File: config.mk
export PLATFORM = sky130hd
export DESIGN_NAME = dmem_arbiter
export DESIGN_NICKNAME = d
export VERILOG_FILES = /design/src/rtl/dmem_arbiter.sv
export SDC_FILE = /design/constraint.sdc
export NUM_CORES = 1
export LEC_CHECK = 0
export ABC_AREA = 1
export CAP_MARGIN = 20
export CORE_ASPECT_RATIO = 0.6
export CORE_MARGIN = 4
export CORE_UTILIZATION = 41
export CTS_CLUSTER_DIAMETER = 200
export DETAILED_ROUTE_END_ITERATION = 10
export MAX_ROUTING_LAYER = met4
export PLACE_DENSITY = 0.81
export SLEW_MARGIN = 20
export SYNTH_ARGS = -nofsm -noshare
export SYNTH_HDL_FRONTEND = slang
export SYNTH_SLANG_ARGS = --single-unit
File: constraint.sdc
create_clock -name CLK -period 2.35 [get_ports CLK]
set_input_delay 0.705 -clock CLK [delete_from_list [all_inputs] [get_ports CLK]]
set_output_delay 0.705 -clock CLK [all_outputs]
set_load 0.01 [all_outputs]
File: src/rtl/dmem_arbiter.sv
// Two-port round-robin arbiter and sequencer in front of the single-port data memory.
// Each access takes IDLE -> ACCESS -> RESP; out-of-window addresses get an error ack and no memory access.
module dmem_arbiter #(
    parameter int          DATA_WIDTH = 32,
    parameter int          ADDR_WIDTH = 10,
    parameter logic [31:0] BASE_ADDR  = 32'h2400
) (
    input  logic                  CLK,
    input  logic                  RST_N,
    input  logic                  a_req,
    input  logic                  a_we,
    input  logic [31:0]           a_addr,
    input  logic [DATA_WIDTH-1:0] a_wdata,
    output logic                  a_gnt,
    output logic                  a_ack,
    output logic                  a_err,
    output logic [DATA_WIDTH-1:0] a_rdata,
    input  logic                  b_req,
    input  logic                  b_we,
    input  logic [31:0]           b_addr,
    input  logic [DATA_WIDTH-1:0] b_wdata,
    output logic                  b_gnt,
    output logic                  b_ack,
    output logic                  b_err,
    output logic [DATA_WIDTH-1:0] b_rdata,
    output logic [31:0]           mem_addr,
    output logic                  mem_rw_rd,
    output logic [DATA_WIDTH-1:0] mem_din,
    input  logic [DATA_WIDTH-1:0] mem_dout
);

    // Handshake: a requester holds req and its command stable until a one-cycle gnt;
    // exactly one ack (qualified by err, with rdata) follows two cycles after gnt.
    typedef enum logic [1:0] {IDLE, ACCESS, RESP} state_t;

    localparam logic [32:0] WIN_LAST = {1'b0, BASE_ADDR} + (33'd1 << ADDR_WIDTH) - 33'd1;

    state_t                state;
    logic                  last_grant_b;
    logic                  cur_b;
    logic                  cur_we;
    logic                  oor;

    logic                  pick_b;
    logic                  sel_we;
    logic [31:0]           sel_addr;
    logic [DATA_WIDTH-1:0] sel_wdata;
    logic                  sel_ok;
    logic [DATA_WIDTH-1:0] resp_data;

    always_comb begin
        pick_b    = b_req && (!a_req || !last_grant_b);
        sel_we    = pick_b ? b_we    : a_we;
        sel_addr  = pick_b ? b_addr  : a_addr;
        sel_wdata = pick_b ? b_wdata : a_wdata;
        // No wrap: the upper bound is compared in 33 bits.
        sel_ok    = (sel_addr >= BASE_ADDR) && ({1'b0, sel_addr} <= WIN_LAST);
        resp_data = (cur_we || oor) ? '0 : mem_dout;
    end

    always_ff @(posedge CLK) begin
        if (!RST_N) begin
            state        <= IDLE;
            last_grant_b <= 1'b1;
            cur_b        <= 1'b0;
            cur_we       <= 1'b0;
            oor          <= 1'b0;
            a_gnt        <= 1'b0;
            a_ack        <= 1'b0;
            a_err        <= 1'b0;
            a_rdata      <= '0;
            b_gnt        <= 1'b0;
            b_ack        <= 1'b0;
            b_err        <= 1'b0;
            b_rdata      <= '0;
            mem_addr     <= BASE_ADDR;
            mem_rw_rd    <= 1'b1;
            mem_din      <= '0;
        end else begin
            a_gnt <= 1'b0;
            b_gnt <= 1'b0;
            a_ack <= 1'b0;
            b_ack <= 1'b0;
            a_err <= 1'b0;
            b_err <= 1'b0;
            case (state)
                IDLE: begin
                    if (a_req || b_req) begin
                        cur_b        <= pick_b;
                        last_grant_b <= pick_b;
                        cur_we       <= sel_we;
                        oor          <= !sel_ok;
                        a_gnt        <= !pick_b;
                        b_gnt        <= pick_b;
                        if (sel_ok) begin
                            mem_addr  <= sel_addr;
                            mem_rw_rd <= ~sel_we;
                            mem_din   <= sel_wdata;
                        end else begin
                            mem_addr  <= BASE_ADDR;
                            mem_rw_rd <= 1'b1;
                        end
                        state <= ACCESS;
                    end
                end
                ACCESS: begin
                    mem_rw_rd <= 1'b1;
                    state     <= RESP;
                end
                RESP: begin
                    if (cur_b) begin
                        b_ack   <= 1'b1;
                        b_err   <= oor;
                        b_rdata <= resp_data;
                    end else begin
                        a_ack   <= 1'b1;
                        a_err   <= oor;
                        a_rdata <= resp_data;
                    end
                    state <= IDLE;
                end
                default: state <= IDLE;
            endcase
        end
    end

endmodule

# Yosys cells after proc, flatten, opt, wreduce, memory -nomap -nowiden
# Cells that the tools add are included.
[word_totals] elab_cells=57 out_inout_bits=135 regBits=141 inputBits=166
[classes] bitwise_logic=4 reduce_logical=20 n_lt_le_gt_ge=2 muxes=12 n_eq_ne=3
[ops] op="two-way mux 32 bit" n=4
[ops] op="greater-or-equal comparator 32 x 14 -> 1 bit, second input constant" n=1
[ops] op="<= comparator 32 x 14 -> 1 bit, second input constant" n=1
[ops] op="AND reduction 2 bit" n=5
[ops] op="AND reduction 3 bit" n=3
[ops] op="two-way mux 1 bit" n=5
[ops] op="zero test 1 bit" n=4
[ops] op="inverter 1 bit" n=4
[ops] op="one-hot mux 2 bit (2 select lines)" n=1
[ops] op="logical OR 1 bit" n=3
[ops] op="OR reduction 3 bit" n=1
[ops] op="equality test 2 x 1 -> 1 bit, second input constant" n=1
[ops] op="equality test 2 bit, second input constant" n=1
[ops] op="logical AND 1 bit" n=2
[ops] op="zero test 2 bit" n=1
[ops] op="two-way mux 2 bit" n=1
[ops] op="!= test 2 bit, second input constant" n=1
[ops] op="one-hot mux 1 bit (2 select lines)" n=1
[ops] op="nonzero test 2 bit" n=1

# Logic depth before layout (Yosys ltp)
[logic_depth] depth_word=9 ltp_mapped=15 ltp_nobuf=12

# Worst setup path before layout
# No wires, ideal clock.
[synth_timing] path_type="input -> register" from="in a_req" to="reg oor" required_time_ns=2.234 path_stages=12 arrival_ns=1.931 setup_slack_ns=0.303 setup_ns=0.116 path_buffers=4 cell_sequence="nand2_2 > buf_4 > buf_4 > nand3b_1 > nand2_1 > nand3_1 > nor2_1 > nand3_1 > buf_4 > buf_2 > o211ai_1 > inv_1"
[synth_via] elab_chain_len=7 word_cells_on_any_way=10 cone_classes="2 x order compare; 1 x mux; 7 x reduce/logical"
[synth_rtl] element="start: declaration" line_no="10" text="input logic a_req,"
[synth_rtl] element="zero test 1 bit" line_no="52" text="pick_b = b_req && (!a_req || !last_grant_b);"
[synth_rtl] element="logical OR 1 bit" line_no="52"
[synth_rtl] element="logical AND 1 bit" line_no="52"
[synth_rtl] element="two-way mux 32 bit" line_no="54" text="sel_addr = pick_b ? b_addr : a_addr;"
[synth_rtl] element="greater-or-equal comparator 32 x 14 -> 1 bit / <= comparator 32 x 14 -> 1 bit (equally long branches)" line_no="57" text="sel_ok = (sel_addr >= BASE_ADDR) && ({1'b0, sel_addr} <= WIN_LAST);"
[synth_rtl] element="logical AND 1 bit" line_no="57"
[synth_rtl] element="zero test 1 bit" line_no="92" text="oor <= !sel_ok;"
[synth_rtl] element="end signal: assignment" line_no="92"
[synth_rtl] element="end: declaration" line_no="42" text="logic oor;"
# Several ways; a longest one is shown, not always the timed one.
# A chain may end at the register's enable or synchronous reset.

# Worst setup path in the final report
[layout_timing] from="reg mem_addr[10]" to="out mem_addr[10]"
[layout_rtl] element="start: declaration" line_no="26" text="output logic [31:0] mem_addr,"
[layout_rtl] element="start signal: assignment" line_no="96" text="mem_addr <= sel_addr;"
# No word-level cell between the ends.

==> summary.txt <==
Status
  – Status: complete, no violations

Route
  – Drt initial violations: ~550
  – Final WL: 21200 um
  – Routed Antenna Nets: 0
  – DR vias/cell: 4.67
  – Post-route DRC violation count: 0
  – Vias: 6789
  – Pre-Repair DR Iteration Count: 5
  – Avg WL per Cell: 14.6 um

CTS
  – Clock-pin slew on the worst setup and hold paths: around 0.060 ns
  – CTS tree: built
  – Hold-fix buffers, CTS: 0
  – Root cell of the clock tree: clkbuf_16
  – Sink Count: 141
  – CTS H-tree depth: 4
  – Clock Path Buffers: 2
  – Num CTS Buffers: 17
  – Clk_lat worst skew: 0.40 ns

STA
  – Fmax achieved: 0.488 GHz
  – Final Hold Vio Count: 0
  – Worst-Margin Slew: 0.662 ns
  – Final setup viols: 0
  – RSZ-0062 raised after global routing: no
  – Rel. slew slack: a little under three fifths
  – Fin. max-slew vios: 0
  – Fin crit period: 2.05 ns
  – Clock Skew: 0.00957 ns
  – Period utilization: between 80% and 90%

Setup path
  – Slowest CP cell: clkdlybuf4s50_1
  – Worst stage delay on the critical path: 0.61 ns
  – CP Max Fanout: 2
  – CP Capture Type: output pin
  – CP Cell Sequence: clkdlybuf4s50_1
  – Crit path buf inv count: 1
  – CP delay by family, top: buffers and inverters
  – CP required: about 1.6 ns
  – Critical Path Start Type: register
  – CP arrival: 1.34 ns
  – CP Class: register to output pin

Placed design
  – GPL Wtd Cong: approximately 0.86
  – Total placed instance area: 9340 um2
  – Post-DP HPWL: 15000 um
  – I/O Buffers: 300

Floorplan
  – Die height: a little over 100 um
  – Die ar.: roughly 17000 um2
  – CORE AREA: 14600 um2
  – Ports: 301
  – Die Width: 166 um
  – Row Count: 34
  – Initial Util: 42.2%

Logic synthesis
  – Synth unique cells: 21
  – Yosys warns: 0
  – Post-synth EDFFs: 0
  – #FFs+latches synth: 141
  – Largest cells by area after synthesis: dfxtp_1 46%, nand2_1 20%, nor2_1 11%
  – Post-synth top flop: dfxtp_1
  – Post-synthesis cell count: ~950
  – Share of the yosys chip area belonging to registers: 45.8%
  – Synth area leader: dfxtp_1
  – Synthesized area: approximately 6200 um2
  – Async set or reset register ratio after synthesis: 0%
  – Commonest cells in the netlist: 327 x nand2_1, 182 x nor2_1, 141 x dfxtp_1
  – Yosys top cell area share: between 40% and 50%
  – Net Count, Synth: 1119
  – Avg Cell Area, Syn: roughly 6.5 um2
  – Most numerous cell in the Yosys netlist: nand2_1

Layout
  – Share of layout cells above drive strength 1: 6.22%
  – Area growth syn-to-layout: 64.8%
  – ANT cells: 0
  – Finished Core Util: 69.6%
  – # fillers: 1210
  – Final instance area: 10200 um2
  – Nets@finish: 1409

Global routing
  – Grt total ovfl: 0
  – Largest net degree at the start of global routing: between 60 and 70
  – Global-route wire length before repair: 31800 um
  – Gr usage total: 23.6%
  – Initial antenna violation count: 0
  – Vias in the first global route: 6336

Power
  – NetSw: 1.52 mW
  – Sequential share of power: 41.1%
  – Int Power: 4.48 mW
  – Sw Ratio: 25.3%
  – Total design power: between 6 and 7 mW
  – Clock network fraction of design power: 43.3%
  – Leakage: 4.67 nW
  – Peak VDD IR: between 0.4 and 0.5 mV
  – Pwr dens: between 500 and 600 nW/um2
  – Power share of the combinational group: around 16%

Hold path
  – Class of the most critical hold timing path: register to register

Run
  – Max-cap violations: 0
-- layout make-up --
cell class / instances / area, um2 / share of cell area (%)
clock inverter: 14 / 144 / 1.42
multi-input combinational: 674 / 2820 / 27.8
tap: 198 / 248 / 2.44
clock buffer: 17 / 425 / 4.19
sequential: 141 / 2820 / 27.8
timing repair buffer: 331 / 3400 / 33.5
inverter: 78 / 293 / 2.88
-- cells in the final DEF, fill, tap and decap left out, drive strengths merged, types with 8 or more instances in the layout --
cell type / count
nand2: 329
clkdlybuf4s50: 297
nor2: 183
dfxtp: 141
inv: 80
o21ai: 63
a21oi: 49
nand3: 32
buf: 26
clkbuf: 23
nand3b: 12
clkinv: 8
-- metal layers --
layer / vias up / GRT usage (%) / routed length (um)
met3: 13 / 7.24 / 1890
met2: 248 / 40.0 / 10000
li1: 3494 / - / -
met5: - / - / 0
met1: 3034 / 28.4 / 9100
met4: 0 / 4.90 / 194
-- kinds of logic after synthesis --
kind of cell | share of synthesized area (%)
buffers and inverters | 9.08
DFF | 45.8
and+or+nand+nor | 35.9
AOI/OAI and AO/OA | 9.22
-- worst register-to-register path, delay by kind of cell (launching register included) --
family,cells,cell delay [ns]
and+or+nand+nor,11,1.08
buffers and inverters,3,0.43
DFF,1,0.37
-- flip-flops by register name, indices dropped and copies added (netlist names), 2 cells and up --
register  flops
mem_din      32
a_rdata      32
mem_addr     32
state         2
b_rdata      32
-- through the flow --
stage	setup TNS [ns]	instances	hold WS, ns	worst slack [ns]
floorplan	0	953	0.453	0.303
global placement	-10.98	1412	0.423	-0.263
detailed placement	-12.33	1412	0.429	-0.303
CTS	0	1443	0.439	0.115
global route	0	1453	0.455	0.204
finish	0	1453	0.437	0.302
-- power by group through the flow --
stage	clock (mW)	sequential (mW)	combinational, mW
floorplan	0	2.54	0.385
global placement	0	2.52	0.885
CTS	2.64	2.47	0.899
finish	2.60	2.47	0.934
detailed placement	0	2.52	0.895
global route	2.75	2.47	1.03
-- repair_timing --
item | 4_1_cts | 5_1_grt
setup endpoints to repair | 0 | 39
setup buffers | 0 | 2
resized for setup | 0 | 17
-- final timing paths --
kind	from	depth (start not counted)	to	slack, ns
setup / recovery	mem_addr[10]	1	mem_addr[10]	0.30
hold / removal	mem_addr[12]	2	mem_addr[12]	0.44
setup reg to reg	last_grant_b	14	mem_din[20]	0.39
hold reg to reg	mem_addr[12]	2	mem_addr[12]	0.44
(Power assumes the default switching activity.)
